[src/rtl/audio_mix_n.sv]
// Time-multiplexed N-source stereo mixer: one shared multiplier/accumulator,
// per-frame volume ramping, saturating signed output and sticky overflow flag.
module audio_mix_n #(
  parameter int NUM_INPUTS = 5,
  parameter int IN_WIDTH   = 16,
  parameter int VOL_WIDTH  = 8,
  parameter int RAMP_STEP  = 0
) (
  input  logic                             clk,
  input  logic                             reset_n,
  input  logic                             sample_strobe,
  input  logic                             swap_channels,
  input  logic [NUM_INPUTS*IN_WIDTH-1:0]   audio_in_l,
  input  logic [NUM_INPUTS*IN_WIDTH-1:0]   audio_in_r,
  input  logic [NUM_INPUTS*VOL_WIDTH-1:0]  audio_vol,
  input  logic                             overflow_clr,
  output logic [IN_WIDTH+VOL_WIDTH-1:0]    audio_l,
  output logic [IN_WIDTH+VOL_WIDTH-1:0]    audio_r,
  output logic                             audio_valid,
  output logic                             audio_overflow,
  output logic                             busy
);

  localparam int OUT_W  = IN_WIDTH + VOL_WIDTH;
  localparam int PROD_W = OUT_W + 2;
  localparam int ACC_W  = PROD_W + $clog2(NUM_INPUTS);
  localparam int IDX_W  = $clog2(NUM_INPUTS);
  localparam logic [IDX_W-1:0] LAST = IDX_W'(NUM_INPUTS - 1);

  typedef enum logic [2:0] {IDLE, LEFT, LDRAIN, RIGHT, RDRAIN, OUT} state_t;

  state_t                     state;
  logic [IDX_W-1:0]           idx;
  logic [VOL_WIDTH-1:0]       cur_vol  [NUM_INPUTS];
  logic [VOL_WIDTH-1:0]       next_vol [NUM_INPUTS];
  logic                       swap_q;
  logic                       prod_vld;
  logic signed [PROD_W-1:0]   prod, prod_next, samp_ext, gain_ext;
  logic signed [ACC_W-1:0]    acc, sum;
  logic [ACC_W-OUT_W:0]       hi_bits;
  logic [OUT_W-1:0]           sat_l, sat_r, sat_sum;
  logic                       ovf_l, ovf_r, ovf_sum;
  logic [IN_WIDTH-1:0]        samp;
  logic [VOL_WIDTH-1:0]       vol_sel;

  assign busy = (state != IDLE);

  // Effective volume moves toward the target by at most RAMP_STEP per frame.
  always_comb begin
    int tgt, cur, nv;
    tgt = 0;
    cur = 0;
    nv  = 0;
    for (int unsigned i = 0; i < NUM_INPUTS; i++) begin
      tgt = int'(audio_vol[i*VOL_WIDTH +: VOL_WIDTH]);
      cur = int'(cur_vol[i]);
      if (RAMP_STEP == 0)
        nv = tgt;
      else if (tgt > cur)
        nv = (tgt - cur > RAMP_STEP) ? cur + RAMP_STEP : tgt;
      else
        nv = (cur - tgt > RAMP_STEP) ? cur - RAMP_STEP : tgt;
      next_vol[i] = VOL_WIDTH'(nv);
    end
  end

  always_comb begin
    samp      = (state == RIGHT) ? audio_in_r[idx*IN_WIDTH +: IN_WIDTH]
                                 : audio_in_l[idx*IN_WIDTH +: IN_WIDTH];
    vol_sel   = cur_vol[idx];
    samp_ext  = {{(PROD_W-IN_WIDTH){samp[IN_WIDTH-1]}}, samp};
    gain_ext  = {{IN_WIDTH{1'b0}}, 1'b0, vol_sel, 1'b0};
    prod_next = samp_ext * gain_ext;
    sum       = prod_vld ? acc + {{(ACC_W-PROD_W){prod[PROD_W-1]}}, prod} : acc;
    // Sum fits OUT_W iff every bit from the OUT_W sign bit upward agrees.
    hi_bits   = sum[ACC_W-1:OUT_W-1];
    ovf_sum   = !((&hi_bits) || !(|hi_bits));
    if (!ovf_sum)
      sat_sum = sum[OUT_W-1:0];
    else if (sum[ACC_W-1])
      sat_sum = {1'b1, {(OUT_W-1){1'b0}}};
    else
      sat_sum = {1'b0, {(OUT_W-1){1'b1}}};
  end

  always_ff @(posedge clk or negedge reset_n) begin
    if (!reset_n) begin
      state          <= IDLE;
      idx            <= '0;
      swap_q         <= 1'b0;
      prod_vld       <= 1'b0;
      prod           <= '0;
      acc            <= '0;
      sat_l          <= '0;
      sat_r          <= '0;
      ovf_l          <= 1'b0;
      ovf_r          <= 1'b0;
      audio_l        <= '0;
      audio_r        <= '0;
      audio_valid    <= 1'b0;
      audio_overflow <= 1'b0;
      for (int unsigned i = 0; i < NUM_INPUTS; i++) cur_vol[i] <= '0;
    end else begin
      audio_valid <= 1'b0;
      prod_vld    <= (state == LEFT) || (state == RIGHT);
      acc         <= sum;
      if (overflow_clr) audio_overflow <= 1'b0;
      case (state)
        IDLE: if (sample_strobe) begin
          state   <= LEFT;
          idx     <= '0;
          acc     <= '0;
          swap_q  <= swap_channels;
          cur_vol <= next_vol;
        end
        LEFT, RIGHT: begin
          prod <= prod_next;
          if (idx == LAST) begin
            idx   <= '0;
            state <= (state == LEFT) ? LDRAIN : RDRAIN;
          end else begin
            idx <= idx + 1'b1;
          end
        end
        LDRAIN: begin
          sat_l <= sat_sum;
          ovf_l <= ovf_sum;
          acc   <= '0;
          state <= RIGHT;
        end
        RDRAIN: begin
          sat_r <= sat_sum;
          ovf_r <= ovf_sum;
          state <= OUT;
        end
        OUT: begin
          audio_l     <= swap_q ? sat_r : sat_l;
          audio_r     <= swap_q ? sat_l : sat_r;
          audio_valid <= 1'b1;
          if (ovf_l || ovf_r) audio_overflow <= 1'b1;
          state       <= IDLE;
        end
        default: state <= IDLE;
      endcase
    end
  end

endmodule
[config.mk]
export PLATFORM = sky130hd
export DESIGN_NAME = audio_mix_n
export DESIGN_NICKNAME = d
export VERILOG_FILES = /design/src/rtl/audio_mix_n.sv
export SDC_FILE = /design/constraint.sdc
export NUM_CORES = 1
export LEC_CHECK = 0
export BUFFER_PORTS_ARGS = -buffer_cell sky130_fd_sc_hd__buf_2
export CORE_MARGIN = 1.5
export CORE_UTILIZATION = 35
export DETAILED_ROUTE_END_ITERATION = 12
export GPL_TIMING_DRIVEN = 0
export PLACE_DENSITY_LB_ADDON = 0.3
export SLEW_MARGIN = 10
export SYNTH_ARGS = -nofsm -noshare
export SYNTH_HDL_FRONTEND = slang
export SYNTH_SLANG_ARGS = --single-unit
[constraint.sdc]
create_clock -name clk -period 10.3 [get_ports clk]
set_input_delay 2.06 -clock clk [delete_from_list [all_inputs] [get_ports clk]]
set_output_delay 2.06 -clock clk [all_outputs]
set_load 0.01 [all_outputs]
==> summary.txt <==
Outcome
  – Outcome: complete, no violations

Clock tree
  – Postcts setup bufs: 0
  – Clk Latency, worst-skew pair: 530 ps
  – Resized cells post-CTS: 0
  – Clk slew on worst S/H paths: 60 ps
  – CTS Buf Count: 24
  – Clk root buf: clkbuf_16
  – H-tree Lvls: 1
  – Max clock buf depth: 3
  – Cts-stage hold buffer count: 0
  – Sink Count: 201
  – CTS tree: done

STA
  – Final Hold Viols: 0
  – Final min period: 8477 ps
  – Final Skew: 29.36 ps
  – RSZ-0062 raised after global routing: no
  – Final Setup Violations: 0
  – Worst-Margin Slew: 984.7 ps
  – Setup_tns: 0 ps
  – Rel. slew slack: 34.35%
  – Peak Freq: 118.0 MHz
  – Min setup slack post-route: 1823 ps
  – Slew Viols, Final: 0
  – Tcrit/Tclk final: 82.30%

Global routing
  – Met2 Resource Use GR: 33.72%
  – Largest net degree at the start of global routing: 113
  – Initial antenna violation count: 1
  – GRT Overall Usage: 18.61%
  – First-pass GRT wire length: 68940 µm
  – GRT met1 Usage: 22.66%
  – M3 GR Usage: 2.099%
  – Most crowded layer after global routing: met2
  – Grt ovf: 0
  – Vias in the first global route: 13030

Critical path
  – CP Capture Type: register
  – Crit. Startpoint: state[2]
  – Max FO, Critical Path: 10
  – Crit Path Class: reg2reg
  – Setup crit end: prod[25]
  – R2R setup slack: 1820 ps
  – Arr. time, crit path: 8860 ps
  – Worst setup SP type: register
  – R2R Path End: prod[25]
  – Critical Path RT: 10680 ps
  – R2R depth: 27
  – Worst R2R Start: state[2]

Yosys
  – YS warnings: 0
  – Asr flop ratio synth: 100.0%
  – Post-synthesis cell area: 0.01563 mm²
  – Most common cell in the synthesized netlist: nand2_1
  – Largest cells by area after synthesis: dfrtp_1 (32%), fa_1 (13%), ha_1 (6.3%), nand2_1 (5.3%), mux2i_1 (5.1%)
  – Yosys cell types: 78
  – Adder-Cell Fraction of Synth Area: 19.52%
  – Average cell area after synthesis: 9.482 µm²
  – Largest family of logic cells by synthesized area: adder cells
  – Mux cell area share after synthesis: 12.76%
  – Synth Net Count: 2035
  – Synth cell count leaders: nand2_1 (219), dfrtp_1 (201), inv_1 (179)
  – Synthesized flop and latch total: 201
  – Sequential element share of the synthesized area: 32.19%
  – Synth Area in Compound Gates: 13.59%
  – Fraction of the mapped netlist area in simple logic gates: 13.08%
  – Main synth FF type: dfrtp_1
  – Post-synth EDFFs: 0
  – Xor/xnor share of the synthesized area: 2.298%
  – Share of the synthesized area in the top cell type: 32.19%
  – Post-Syn Instances: 1648
  – Synth area leader: dfrtp_1

Die
  – DIE AREA: 0.04592 mm²
  – I/O Pins: 256
  – Site row count: 77
  – Core area: 0.04412 mm²
  – Die H: 214.3 µm
  – Starting Density: 35.41%
  – Die X-Extent: 214.3 µm

Drt
  – Drt wl/cell: 16.88 µm
  – DRT antenna net count: 0
  – First-pass DRT Iterations: 6
  – # DRC: 0
  – DR vias: 12700
  – WL final: 42880 µm
  – Vias per cell: 5.000
  – DRT iter0 DRCs: 758

Placement
  – Number of buffers added on ports: 255
  – Hpwl dp: 35840 µm
  – DP Worst Slack: 1717 ps
  – Final weighted congestion in routability-driven placement: 0.9651

Final layout
  – Share of layout cells above drive strength 1: 20.75%
  – Synth-to-Final Area Change: 18.01%
  – Nets: 2317

Job
  – Max_cap viols: 0

Min path
  – Hold crit path type: reg2reg
[cell type report]
| cell class | count | area, µm² |
|---|---|---|
| Antenna cell | 1 | 2.502 |
| Buffer | 82 | 346.6 |
| Clock buffer | 33 | 684.4 |
| Clock inverter | 10 | 72.57 |
| Fill cell | 4451 | 25680 |
| Inverter | 181 | 679.4 |
| Multi-Input combinational cell | 1184 | 9570 |
| Sequential cell | 201 | 5030 |
| Tap cell | 592 | 740.7 |
| Timing Repair Buffer | 256 | 1314 |
[logic make-up (layout without fill, tap and decap cells)]
| logic type | count (synthesis) | after routing |
|---|---|---|
| other | 0 | 1 |
| multiplexers | 154 | 154 |
| flip-flops | 201 | 201 |
| AO/OA/AOI/OAI | 326 | 326 |
| adder cells (fa/ha/maj) | 182 | 182 |
| XOR/XNOR | 41 | 41 |
| buffers and inverters | 263 | 562 |
| AND/OR/NAND/NOR | 481 | 481 |
[metal layers]
metal | vias up | part of all wire [%]
met5 | - | 0
met4 | 0 | 4.2
met3 | 93 | 3.9
met2 | 397 | 50
met1 | 6070 | 42
li1 | 6139 | -
[registers in the layout (all words and copies together) (netlist names)]
signal	flops
cur_vol	40
acc	28
prod	25
audio_l	24
audio_r	24
sat_l	24
sat_r	24
idx	3
state	3
audio_overflow	1
audio_valid	1
ovf_l	1
ovf_r	1
prod_vld	1
swap_q	1
[stage by stage]
step / instances / util (%) / hold slack, ps / instance area (µm²)
after floorplan: 1648 / - / 450.5 / 15630
after detailed placement: 2496 / 40.07 / 465.6 / 17680
after global placement: 2495 / 39.98 / 460.0 / 17640
final: 2540 / 41.79 / 468.5 / 18440
after CTS: 2539 / 41.79 / 479.0 / 18440
after global routing: 2540 / 41.79 / 504.6 / 18440
[critical path, cell delays in order (launching register included)]
cell	delay, ps
dfrtp_1	320
buf_2	200
nand2b_1	170
inv_1	70
nand2_1	570
buf_2	480
buf_2	370
mux4_2	580
a22oi_1	590
inv_1	180
nand2_1	130
fa_1	420
inv_1	80
fa_1	460
fa_1	540
inv_1	50
fa_1	480
inv_1	40
ha_1	330
a211o_1	280
a211oi_1	300
o31a_1	240
o21ai_1	130
a41o_1	310
or4b_1	530
a41o_1	260
xnor2_1	150
o21ai_1	70
[worst min path at each step]
| stage | start | to | slack, ps | cells after the start |
|---|---|---|---|---|
| 3_3_place_gp | audio_r[1] | audio_r[1] | 460 | 2 |
| 3_5_place_dp | audio_l[5] | audio_l[5] | 470 | 2 |
| 5_1_grt | audio_r[8] | audio_r[8] | 500 | 2 |
| 4_1_cts | audio_l[5] | audio_l[5] | 480 | 2 |
| 2_1_floorplan | ovf_r | ovf_r | 450 | 2 |
| 6_report | audio_l[5] | audio_l[5] | 470 | 2 |
[cell usage in the layout, fill, tap and decap left out, types with 15 or more instances in the layout]
cell type | Yosys | layout
dfrtp_1 | 201 | 201
nor2_1 | 173 | 173
xnor2_1 | 27 | 27
mux2i_1 | 80 | 80
a22o_1 | 18 | 18
a21o_1 | 19 | 19
a21oi_1 | 69 | 69
a31oi_1 | 15 | 15
nand2_1 | 219 | 219
mux2_2 | 42 | 42
ha_1 | 79 | 79
o21ai_0 | 100 | 100
inv_1 | 179 | 179
buf_2 | 7 | 261
a22oi_1 | 17 | 17
nand2b_1 | 21 | 21
clkbuf_1 | 60 | 64
clkbuf_16 | 0 | 24
fa_1 | 103 | 103
mux4_2 | 32 | 32
Power is left out: the tool's default activity adds up to more than one toggle a clock period on the data nets, which glitch-free logic cannot reach.
